File: config.mk
export PLATFORM = sky130hd
export DESIGN_NAME = ham_codeword_writer_flat
export DESIGN_NICKNAME = d
export VERILOG_FILES = /design/src/rtl/ham_codeword_writer_if.sv /design/src/rtl/ham_codeword_writer.sv /design/src/flat_wrapper.sv
export SDC_FILE = /design/constraint.sdc
export NUM_CORES = 1
export LEC_CHECK = 0
export ABC_AREA = 1
export CAP_MARGIN = 20
export CORE_MARGIN = 3
export CORE_UTILIZATION = 50
export CTS_BUF_LIST = sky130_fd_sc_hd__clkbuf_8
export CTS_CLUSTER_DIAMETER = 40
export DETAILED_ROUTE_END_ITERATION = 16
export PLACE_DENSITY_LB_ADDON = 0.1
export SLEW_MARGIN = 10
export SYNTH_ARGS = -nofsm -noshare
export SYNTH_HDL_FRONTEND = slang
export SYNTH_SLANG_ARGS = --single-unit
File: constraint.sdc
create_clock -name clk -period 3.52 [get_ports clk]
set_clock_uncertainty 0.1 [all_clocks]
set_input_delay 0.704 -clock clk [delete_from_list [all_inputs] [get_ports clk]]
set_output_delay 0.704 -clock clk [all_outputs]
set_load 0.05 [all_outputs]
File: src/rtl/ham_codeword_writer_if.sv
// ============================================================================
// Module      : ham_codeword_writer_if
// Description : Control, data-memory and parity-generator signals of the
//               Hamming codeword writer, bundled for port connection.
// Revision    : 1.0 - initial release
// ============================================================================
`default_nettype none

interface ham_codeword_writer_if;
    logic       start;
    logic       busy;
    logic       done;
    logic [7:0] mem_addr;
    logic [7:0] mem_rd_data;
    logic       mem_wr_en;
    logic [7:0] mem_wr_data;
    logic [7:0] par_a;
    logic [7:0] par_b;
    logic [4:0] parity_in;

    // Environment side: issues Start, returns memory read data and parity.
    modport master (
        output start,
        output mem_rd_data,
        output parity_in,
        input  busy,
        input  done,
        input  mem_addr,
        input  mem_wr_en,
        input  mem_wr_data,
        input  par_a,
        input  par_b
    );

    // Writer side.
    modport slave (
        input  start,
        input  mem_rd_data,
        input  parity_in,
        output busy,
        output done,
        output mem_addr,
        output mem_wr_en,
        output mem_wr_data,
        output par_a,
        output par_b
    );
endinterface

`default_nettype wire

File: src/rtl/ham_codeword_writer.sv
// ============================================================================
// Module      : ham_codeword_writer
// Description : Reads MSG_COUNT two-byte 11-bit messages from data memory,
//               presents them to an external parity generator, assembles
//               the 16-bit Hamming codeword and writes it back as two bytes.
// Revision    : 1.0 - initial release
// ============================================================================
`default_nettype none

module ham_codeword_writer #(
    parameter int MSG_COUNT = 30,
    parameter int SRC_BASE  = 0,
    parameter int DST_BASE  = 60
) (
    input  wire logic             clk,
    input  wire logic             rst_n,
    ham_codeword_writer_if.slave  bus
);

    typedef enum logic [2:0] {
        S_IDLE  = 3'd0,
        S_RD_LO = 3'd1,
        S_RD_HI = 3'd2,
        S_CAP   = 3'd3,
        S_CALC  = 3'd4,
        S_WR_LO = 3'd5,
        S_WR_HI = 3'd6,
        S_FIN   = 3'd7
    } state_t;

    // Base addresses wrap into the 8-bit address space.
    localparam logic [7:0] C_SRC_BASE = 8'(SRC_BASE);
    localparam logic [7:0] C_DST_BASE = 8'(DST_BASE);
    localparam logic [7:0] C_LAST_IDX = 8'(MSG_COUNT - 1);
    localparam bit         C_EMPTY    = (MSG_COUNT == 0);

    state_t      state_q, state_d;
    logic [7:0]  idx_q, idx_d;
    logic [7:0]  par_a_q, par_a_d;
    logic [7:0]  par_b_q, par_b_d;
    logic [15:0] cw_q, cw_d;

    logic [7:0]  w_idx_x2;
    logic [7:0]  w_src_lo;
    logic [7:0]  w_dst_lo;
    logic        w_busy;
    logic        w_done;
    logic        w_wr_en;
    logic [7:0]  w_addr;
    logic [7:0]  w_wr_data;

    // Byte offset of the current message; modulo-256 arithmetic by width.
    assign w_idx_x2 = {idx_q[6:0], 1'b0};
    assign w_src_lo = C_SRC_BASE + w_idx_x2;
    assign w_dst_lo = C_DST_BASE + w_idx_x2;

    // State and datapath registers; reset aborts any run in progress.
    always_ff @(posedge clk or negedge rst_n) begin
        if (!rst_n) begin
            state_q <= S_IDLE;
            idx_q   <= '0;
            par_a_q <= '0;
            par_b_q <= '0;
            cw_q    <= '0;
        end else begin
            state_q <= state_d;
            idx_q   <= idx_d;
            par_a_q <= par_a_d;
            par_b_q <= par_b_d;
            cw_q    <= cw_d;
        end
    end

    // Next-state, datapath capture and per-state output decode.
    always_comb begin
        state_d   = state_q;
        idx_d     = idx_q;
        par_a_d   = par_a_q;
        par_b_d   = par_b_q;
        cw_d      = cw_q;
        w_busy    = 1'b0;
        w_done    = 1'b0;
        w_wr_en   = 1'b0;
        w_addr    = 8'h00;
        w_wr_data = 8'h00;

        case (state_q)
            S_IDLE: begin
                if (bus.start) begin
                    idx_d   = 8'h00;
                    state_d = C_EMPTY ? S_FIN : S_RD_LO;
                end
            end
            S_RD_LO: begin
                w_busy  = 1'b1;
                w_addr  = w_src_lo;
                state_d = S_RD_HI;
            end
            S_RD_HI: begin
                // Read data now carries the low byte addressed in RD_LO.
                w_busy  = 1'b1;
                w_addr  = w_src_lo + 8'h01;
                par_b_d = bus.mem_rd_data;
                state_d = S_CAP;
            end
            S_CAP: begin
                // Only b11..b9 live in the high byte; the rest is discarded.
                w_busy  = 1'b1;
                par_a_d = {5'b00000, bus.mem_rd_data[2:0]};
                state_d = S_CALC;
            end
            S_CALC: begin
                // parity_in = {p16,p8,p4,p2,p1}; interleave with data bits.
                w_busy  = 1'b1;
                cw_d    = {par_a_q[2:0], par_b_q[7:4], bus.parity_in[3],
                           par_b_q[3:1], bus.parity_in[2], par_b_q[0],
                           bus.parity_in[1], bus.parity_in[0],
                           bus.parity_in[4]};
                state_d = S_WR_LO;
            end
            S_WR_LO: begin
                w_busy    = 1'b1;
                w_wr_en   = 1'b1;
                w_addr    = w_dst_lo;
                w_wr_data = cw_q[7:0];
                state_d   = S_WR_HI;
            end
            S_WR_HI: begin
                w_busy    = 1'b1;
                w_wr_en   = 1'b1;
                w_addr    = w_dst_lo + 8'h01;
                w_wr_data = cw_q[15:8];
                if (idx_q == C_LAST_IDX) begin
                    state_d = S_FIN;
                end else begin
                    idx_d   = idx_q + 8'h01;
                    state_d = S_RD_LO;
                end
            end
            S_FIN: begin
                w_done  = 1'b1;
                state_d = S_IDLE;
            end
            default: begin
                state_d = S_IDLE;
            end
        endcase
    end

    assign bus.busy        = w_busy;
    assign bus.done        = w_done;
    assign bus.mem_wr_en   = w_wr_en;
    assign bus.mem_addr    = w_addr;
    assign bus.mem_wr_data = w_wr_data;
    assign bus.par_a       = par_a_q;
    assign bus.par_b       = par_b_q;

endmodule

`default_nettype wire

File: src/flat_wrapper.sv
// flat-port wrapper written by rule: the top's interface ports become plain ports
module ham_codeword_writer_flat 
#(
    parameter int MSG_COUNT = 30,
    parameter int SRC_BASE  = 0,
    parameter int DST_BASE  = 60
)
  (clk, rst_n, bus_start, bus_mem_rd_data, bus_parity_in, bus_busy, bus_done, bus_mem_addr, bus_mem_wr_en, bus_mem_wr_data, bus_par_a, bus_par_b);
  ham_codeword_writer_if bus_i ();
  input  wire logic clk;
  input  wire logic rst_n;
  input wire logic [$bits(bus_i.start)-1:0] bus_start;
  input wire logic [$bits(bus_i.mem_rd_data)-1:0] bus_mem_rd_data;
  input wire logic [$bits(bus_i.parity_in)-1:0] bus_parity_in;
  output wire logic [$bits(bus_i.busy)-1:0] bus_busy;
  output wire logic [$bits(bus_i.done)-1:0] bus_done;
  output wire logic [$bits(bus_i.mem_addr)-1:0] bus_mem_addr;
  output wire logic [$bits(bus_i.mem_wr_en)-1:0] bus_mem_wr_en;
  output wire logic [$bits(bus_i.mem_wr_data)-1:0] bus_mem_wr_data;
  output wire logic [$bits(bus_i.par_a)-1:0] bus_par_a;
  output wire logic [$bits(bus_i.par_b)-1:0] bus_par_b;
  assign bus_i.start = bus_start;
  assign bus_i.mem_rd_data = bus_mem_rd_data;
  assign bus_i.parity_in = bus_parity_in;
  assign bus_busy = bus_i.busy;
  assign bus_done = bus_i.done;
  assign bus_mem_addr = bus_i.mem_addr;
  assign bus_mem_wr_en = bus_i.mem_wr_en;
  assign bus_mem_wr_data = bus_i.mem_wr_data;
  assign bus_par_a = bus_i.par_a;
  assign bus_par_b = bus_i.par_b;
  ham_codeword_writer #(.MSG_COUNT(MSG_COUNT), .SRC_BASE(SRC_BASE), .DST_BASE(DST_BASE)) u_core (.clk(clk), .rst_n(rst_n), .bus(bus_i));
endmodule
Word level (Yosys, flattened, before mapping) --
Index checks and enable logic that the tools add are counted.
Operators by class: $add $sub $neg 4, $mul 0, divide/modulo/power cells 0, $lt $le $gt $ge 0, equality and inequality tests 10, shift-type cells 0, multiplexer cells 11, bitwise logic cells 0, reduce and logical (&&, ||, !) cells 5
Operator list (number):
- 8-bit case mux with 2 select lines | 2
- 8-bit case mux with 4 select lines | 1
- 8-bit by 1-bit adder with 8-bit output (second input constant) | 3
- 3-bit case mux with 8 select lines | 1
- 8-bit 2-to-1 mux | 2
- 3-bit == test (second input constant) | 4
- 6-bit by 8-bit adder with 8-bit output (first input constant) | 1
- 8-bit by 5-bit == test with 1-bit output (second input constant) | 1
- 3-bit by 2-bit == test with 1-bit output (second input constant) | 2
- 3-bit 2-to-1 mux | 2
- 6-bit OR reduction | 1
- 2-bit != test (second input constant) | 2
- 3-bit by 1-bit == test with 1-bit output (second input constant) | 1
- 3-bit zero test | 1
- 1-bit 2-to-1 mux | 3
- 3-bit AND reduction | 1
- 2-bit nonzero test | 1
- 2-bit OR reduction | 1
Storage, ports and cells: flip-flop bits (word level) 38, bits in latches 0, bits in writable memories 0, memory bits (read-only) 0, bits of input ports 16, word-level logic and storage cells 35, memories kept 0

Longest topological paths before layout --
depth after elaboration 3, gate-level depth with buffers 8, gate-level depth less buffers 8

Worst setup path before layout --
No wires, ideal clock.
path kind reg-to-output, from reg u_core.state_q[1], to out bus_mem_addr[2], arrival time 2.038 ns, required time 2.716 ns, slack 0.678 ns, stages on the path, launching flop included 6, path buffers 0, cells stage by stage dfrtp_1 > nand2_1 > inv_1 > nor2_1 > nand2_1 > o21ai_0
Between the ends: cells in the longest elaborated chain, start to end 2, elaborated cells between the ends (all ways) 5
Ends and longest elaborated chain:
- start, declared | RTL line ham_codeword_writer.sv:37 | state_t state_q, state_d;
- start signal, assigned | RTL line ham_codeword_writer.sv:66 | state_q <= state_d;
- 3-bit == test (tied with other cells) | RTL line ham_codeword_writer.sv:87 | case (state_q)
- 8-bit case mux with 4 select lines * | RTL line ham_codeword_writer.sv:87
- end, declared | RTL line flat_wrapper.sv:17 | output wire logic [$bits(bus_i.mem_addr)-1:0] bus_mem_addr;
Every way passes the cells marked *; elsewhere a longest branch is shown, timed or not.

Worst setup path after layout --
from reg u_core.state_q[0], to out bus_mem_wr_data[6]
Between the ends: cells in the longest elaborated chain, start to end 2, elaborated cells between the ends (all ways) 3
Ends and longest elaborated chain:
- 3-bit == test | RTL line ham_codeword_writer.sv:87
- 8-bit case mux with 2 select lines * | RTL line ham_codeword_writer.sv:87
- end, declared | RTL line flat_wrapper.sv:19 | output wire logic [$bits(bus_i.mem_wr_data)-1:0] bus_mem_wr_data;
Marked as above.

==> metrics.csv <==
metric;value;unit
Worst-path clk slew;70;ps
crit-path cells;inv_1, nand3_4, inv_1, nand2_1, o21ai_0, clkdlybuf4s50_1;
adder-cell area share of the yosys netlist;0.02474;
post_cts resized;0;
Data arrival, critical path;2430;ps
vias in the first global route;1581;
crit-path most repeated cell;inv_1;
Hold Crit Class;flip-flop to flip-flop;
Worst path max stage delay;840;ps
Routed Antenna Nets;0;
YS warnings;0;
Critical Path Fanout Max;11;
CTS Hold Bufs;0;
Synth Register Bits;38;
height of the die;69.61;um
Starting DRT DRC Count;121;
final worst path period share;0.9186;
count of input and output buffers;45;
fraction of the mapped netlist area in compound gates;0.09647;
xor and xnor area share after synthesis;0.02165;
Via density;5.040;
largest family of logic cells by synthesized area;simple AND/OR/NAND/NOR gates;
Synth Instances;254;
sequential fraction of the synthesis area;0.4700;
Max transition margin;0.4573;
CTS Sinks;38;
Final Critical Period;3233;ps
post-route insts no fill;347;
number of fill cells;334;
All-Layer GR Usage;0.1880;
first-pass GRT wire length;7.383;mm
CTS Buf Count;5;
CTS tree;done;
GR Overflow Total;0;
# diodes;0;
Setup TNS;0;ps
Routed WL per cell;12.78;um
synthesized area;2023;um2
num rows;22;
total power;2.406;mW
worst path buffer plus inverter count;3;
DRT Wirelength;4.436;mm
Ports;51;
post-synthesis cell type count;24;
initial core utilization;0.5365;
layout cells sized above 1;0.07692;
die area;4846;um2
Pins Over Slew Limit;0;
crit path max-delay cell type;clkdlybuf4s50_1;
Pre-antenna DRT Iters;4;
Slew @ Worst Pin;814.0;ps
largest net degree at the start of global routing;39;
htree depth;2;
via count;1749;
die width;69.61;um
delay-heaviest family, CP;buffers and inverters;
max cap viols;0;
status;finished, final reports clean;
Critical Path End Type;primary output;
syn_area_per_cell;7.965;um2
fmax;309.3;MHz
Static Leak;1.270;nW
RePlAce Congestion;0.8541;
final setup vio count;0;
VDD IR max;0.5791;mV
nets@finish;319;
synth-to-layout area growth;27.83;%
RSZ-0062 raised after global routing;false;
Placed Area;2474;um2
required time worst endpoint;2720;ps
Simple-Gate Fraction of Synth Area;0.2616;
final hold violation count;0;
worst skew pair latency;290;ps
Power Dens Cells;930.1;nW/um2
core area;3771;um2
dpl cells;340;
post-route cell area;2586;um2
critical path class;flip-flop to primary output;
hpwl dp;3.134;mm
clock tree buffer depth;2;
mux share of post-synthesis cell area;0.02783;
initial antenna violation count;0;
Startpoint Class;flip-flop;
Root Buffer;clkbuf_8;
Residual DRC;0;
setup repair bufs after CTS;0;
placed cells by master (no fill, tap or decap):
cell type,instances
nor3_1,1
xor2_1,3
xnor2_1,2
nand4_1,3
o21ai_0,20
clkbuf_8,6
nand2_2,3
o22ai_1,4
nand2_4,1
conb_1,5
dfrtp_1,38
mux2_2,5
nor3b_1,1
nand3_1,16
o21ai_1,1
inv_2,3
nor2_4,1
ha_1,4
nand3_4,2
bufinv_16,1
nand2_1,66
clkdlybuf4s50_1,44
buf_2,1
nor2_1,25
a21oi_1,13
inv_1,30
through the flow:
stage / hold WS [ps] / worst slack [ps] / util
after floorplan: 308.4 / 678.0 / -
after global placement: 369.9 / 634.6 / 0.6559
after detailed placement: 374.2 / 634.0 / 0.6559
after CTS: 391.9 / 301.1 / 0.6858
after global routing: 415.4 / 113.4 / 0.6858
final: 389.4 / 286.5 / 0.6858
report_power, final:
part	switching [mW]	total [mW]	internal (mW)
clock	0.146	0.372	0.227
sequential	0.113	0.726	0.613
combinational	0.902	1.31	0.405
total	1.16	2.41	1.24
kinds of logic (layout without fill, tap and decap cells):
kind of cell | Yosys count | count (layout)
other | 1 | 5
flip-flops | 38 | 38
XOR/XNOR | 5 | 5
adder cells (fa/ha/maj) | 4 | 4
AND/OR/NAND/NOR | 119 | 119
AO/OA/AOI/OAI | 38 | 38
multiplexers | 5 | 5
buffers and inverters | 44 | 85
registers in the layout, summed over array words and instances (netlist names):
| name | count |
|---|---|
| u_core.bus.par_a | 3 |
| u_core.bus.par_b | 8 |
| u_core.cw_q | 16 |
| u_core.idx_q | 8 |
| u_core.state_q | 3 |
cells in the mapped netlist:
master | n | area [um2]
a21oi_1 | 13 | 65.06
mux2_2 | 5 | 56.30
ha_1 | 4 | 50.05
dfrtp_1 | 38 | 950.9
buf_2 | 5 | 25.02
nor3_1 | 1 | 5.000
conb_1 | 1 | 3.750
nand2_4 | 1 | 11.26
o21ai_1 | 1 | 5.000
nand4_1 | 3 | 18.77
nand3_4 | 2 | 35.03
nor3b_1 | 1 | 7.510
nor2_1 | 25 | 93.84
xor2_1 | 3 | 26.28
nand2_2 | 3 | 18.77
xnor2_1 | 2 | 17.52
nand2_1 | 66 | 247.7
o21ai_0 | 20 | 100.1
buf_4 | 6 | 45.04
nand3_1 | 16 | 80.08
inv_2 | 3 | 11.26
o22ai_1 | 4 | 25.02
nor2_4 | 1 | 11.26
inv_1 | 30 | 112.6
cell type report:
cell class                 count  area [um2]  area share
clock buffer                   6       82.58     0.03193
inverter                      33       123.9     0.04790
multi-input combinational    176       893.4      0.3454
clock inverter                 1       30.03     0.01161
timing repair buffer          45       445.4      0.1722
sequential                    38       950.9      0.3677
tap                           48       60.06     0.02322
tightest hold or removal path: stages (launching register included):
cell and delay [ps]:
dfrtp_1 350, nand2_1 50, o21ai_0 60
metal layers:
metal	vias to the layer above	track usage	wire (um)
met5	-	0	0
met4	0	0.03830	43
met3	5	0.05217	322
met2	55	0.2839	1953
met1	807	0.2717	2117
li1	882	-	-
path summary, 6_finish.rpt:
| kind | depth (start not counted) | from | slack [ps] | endpoint |
|---|---|---|---|---|
| max in group asynchronous | 1 | rst_n | 2400 | u_core.cw_q[15]$_DFFE_PN0P_ |
| setup reg to reg | 7 | u_core.state_q[0]$_DFFE_PN0P_ | 1760 | u_core.idx_q[5]$_DFFE_PN0P_ |
| setup / recovery | 6 | u_core.state_q[0]$_DFFE_PN0P_ | 290 | bus_mem_wr_data[6] |
| hold reg to reg | 2 | u_core.cw_q[12]$_DFFE_PN0P_ | 390 | u_core.cw_q[12]$_DFFE_PN0P_ |
| hold / removal | 2 | u_core.cw_q[12]$_DFFE_PN0P_ | 390 | u_core.cw_q[12]$_DFFE_PN0P_ |
| min in group asynchronous | 1 | rst_n | 410 | u_core.idx_q[4]$_DFFE_PN0P_ |
(Power assumes the default switching activity.)
==> RTL edit: new RTL, same flow settings <==
Take the reset off `cw_q` and load it in a clocked block of its own.
--- a/src/rtl/ham_codeword_writer.sv
+++ b/src/rtl/ham_codeword_writer.sv
@@ -62,5 +62,4 @@
             par_a_q <= '0;
             par_b_q <= '0;
-            cw_q    <= '0;
         end else begin
             state_q <= state_d;
@@ -68,6 +67,9 @@
             par_a_q <= par_a_d;
             par_b_q <= par_b_d;
-            cw_q    <= cw_d;
         end
+    end
+
+    always_ff @(posedge clk) begin
+        cw_q <= cw_d;
     end
 
Formal check against the unedited RTL: no difference found for any inputs over 10 cycles, from zero or initial values and one cycle with rst_n low; that may be too few to reach the edited logic, so the function may still have changed.
==> RTL edit against the original RTL <==
- cell area shrank 3.5%
- sequential share of layout area is 4.5 points higher
- core utilization fell by 1.4 points
- power down 7.6%
- routed wire length fell by 8.9%
- area after synthesis is 3.3% lower
- setup slack got worse by 0.033 ns
- sequential cell count did not move
- highest routed layer unchanged
==> RTL edit: results (changes against the original RTL) <==
- Ranking of synthesized cells by area: dfrtp_1, edfxtp_1, nand2_1 (was dfrtp_1, nand2_1, inv_1)
- Crit-path max FO: 7 (was 11)
- Complex-gate fraction of the synthesized area: 8.82% (was 9.65%)
- Dpl cell area: 0.00241 mm2 (was 0.00247 mm2)
- Synth Area in XOR/XNOR: 2.24% (was 2.16%)
- Worst setup endpoint: bus_mem_addr[6] (was bus_mem_wr_data[6])
- Largest net degree at the start of global routing: 23 (was 39)
- Worst Setup SP: u_core.state_q[1]$_DFFE_PN0P_ (was u_core.state_q[0]$_DFFE_PN0P_)
- Global placer's final weighted congestion: 0.880 (was 0.854)
- Proportion of layout cells with a drive suffix above 1: 9.65% (was 7.69%)
- DR pass1 iterations: 8 (was 4)
- Internal reg-to-reg setup slack: 1.81 ns (was 1.76 ns)
- Worst path max stage delay: 0.82 ns (was 0.84 ns)
- Detailed placement HPWL: 2.89 mm (was 3.13 mm)
- First DRT Iteration DRCs: 101 (was 121)
- Nets: 278 (was 319)
- EDFF count, synth: 16 (was 0)
- Slew @ Worst Pin: 0.509 ns (was 0.814 ns)
- Global-route usage over all layers: 19.5% (was 18.8%)
- Syn Area/Cell: 9.23 um2 (was 7.97 um2)
- First-pass GRT wire length: 6.63 mm (was 7.38 mm)
- Result of the run: finished, final reports clean (unchanged)
- P_leak: 1.10 nW (was 1.27 nW)
- Critical R2R Launch: u_core.state_q[2]$_DFFE_PN0P_ (was u_core.state_q[0]$_DFFE_PN0P_)
- Crit path DAT: 2.46 ns (was 2.43 ns)
- Synth cell count leaders: nand2_1, dfrtp_1, nand3_1 (was nand2_1, dfrtp_1, inv_1)
- Max rail drop VDD: 0.523 mV (was 0.579 mV)
- Vias/cell: 4.94 (was 5.04)
- Global-route track usage on met1: 27.9% (was 27.2%)
RTL edit: cell count changes after synthesis, moves of 5 or more:
cell      unedited run  this run
inv_1               30        16
nor2_1              25        11
dfrtp_1             38        22
mux2_2               5         0
a21oi_1             13         2
edfxtp_1             0        16
a32o_1               0         8
o21ai_0             20         6
nand2_1             66        61
RTL edit: layout make-up:
type	instances	area, um2
Clock buffer	5	68.8
Clock inverter	3	13.8
Fill cell	336	1220
Inverter	22	82.6
Multi-Input combinational cell	144	774
Sequential cell	38	1030
Tap cell	48	60.1
Timing Repair Buffer	47	465
RTL edit: worst min path at each step:
stage / from / to / slack (ns) / cells after the start
after floorplan: rst_n / u_core.bus.par_a[0]$_DFFE_PN0P_ / 0.31 / 0
after global placement: u_core.bus.par_b[7]$_DFFE_PN0N_ / u_core.cw_q[12]$_DFFE_PP_ / 0.36 / 0
after detailed placement: u_core.bus.par_b[2]$_DFFE_PN0N_ / u_core.cw_q[6]$_DFFE_PP_ / 0.36 / 0
after CTS: u_core.bus.par_b[2]$_DFFE_PN0N_ / u_core.cw_q[6]$_DFFE_PP_ / 0.38 / 0
after global routing: u_core.bus.par_a[0]$_DFFE_PN0P_ / u_core.cw_q[13]$_DFFE_PP_ / 0.39 / 0
final: u_core.bus.par_b[2]$_DFFE_PN0N_ / u_core.cw_q[6]$_DFFE_PP_ / 0.38 / 0
RTL edit: where the power goes:
part / total (mW) / internal (mW) / switching (mW) / leakage (nW)
combinational: 1.21 / 0.367 / 0.847 / 0.624
clock: 0.281 / 0.134 / 0.147 / 0.0491
sequential: 0.729 / 0.611 / 0.118 / 0.430
total: 2.22 / 1.11 / 1.11 / 1.10
RTL edit: layer usage:
metal  up-vias  wire length (um)
met5         -                 0
met4         0                42
met3         4               250
met2        50              1810
met1       675              1940
li1        788                 -
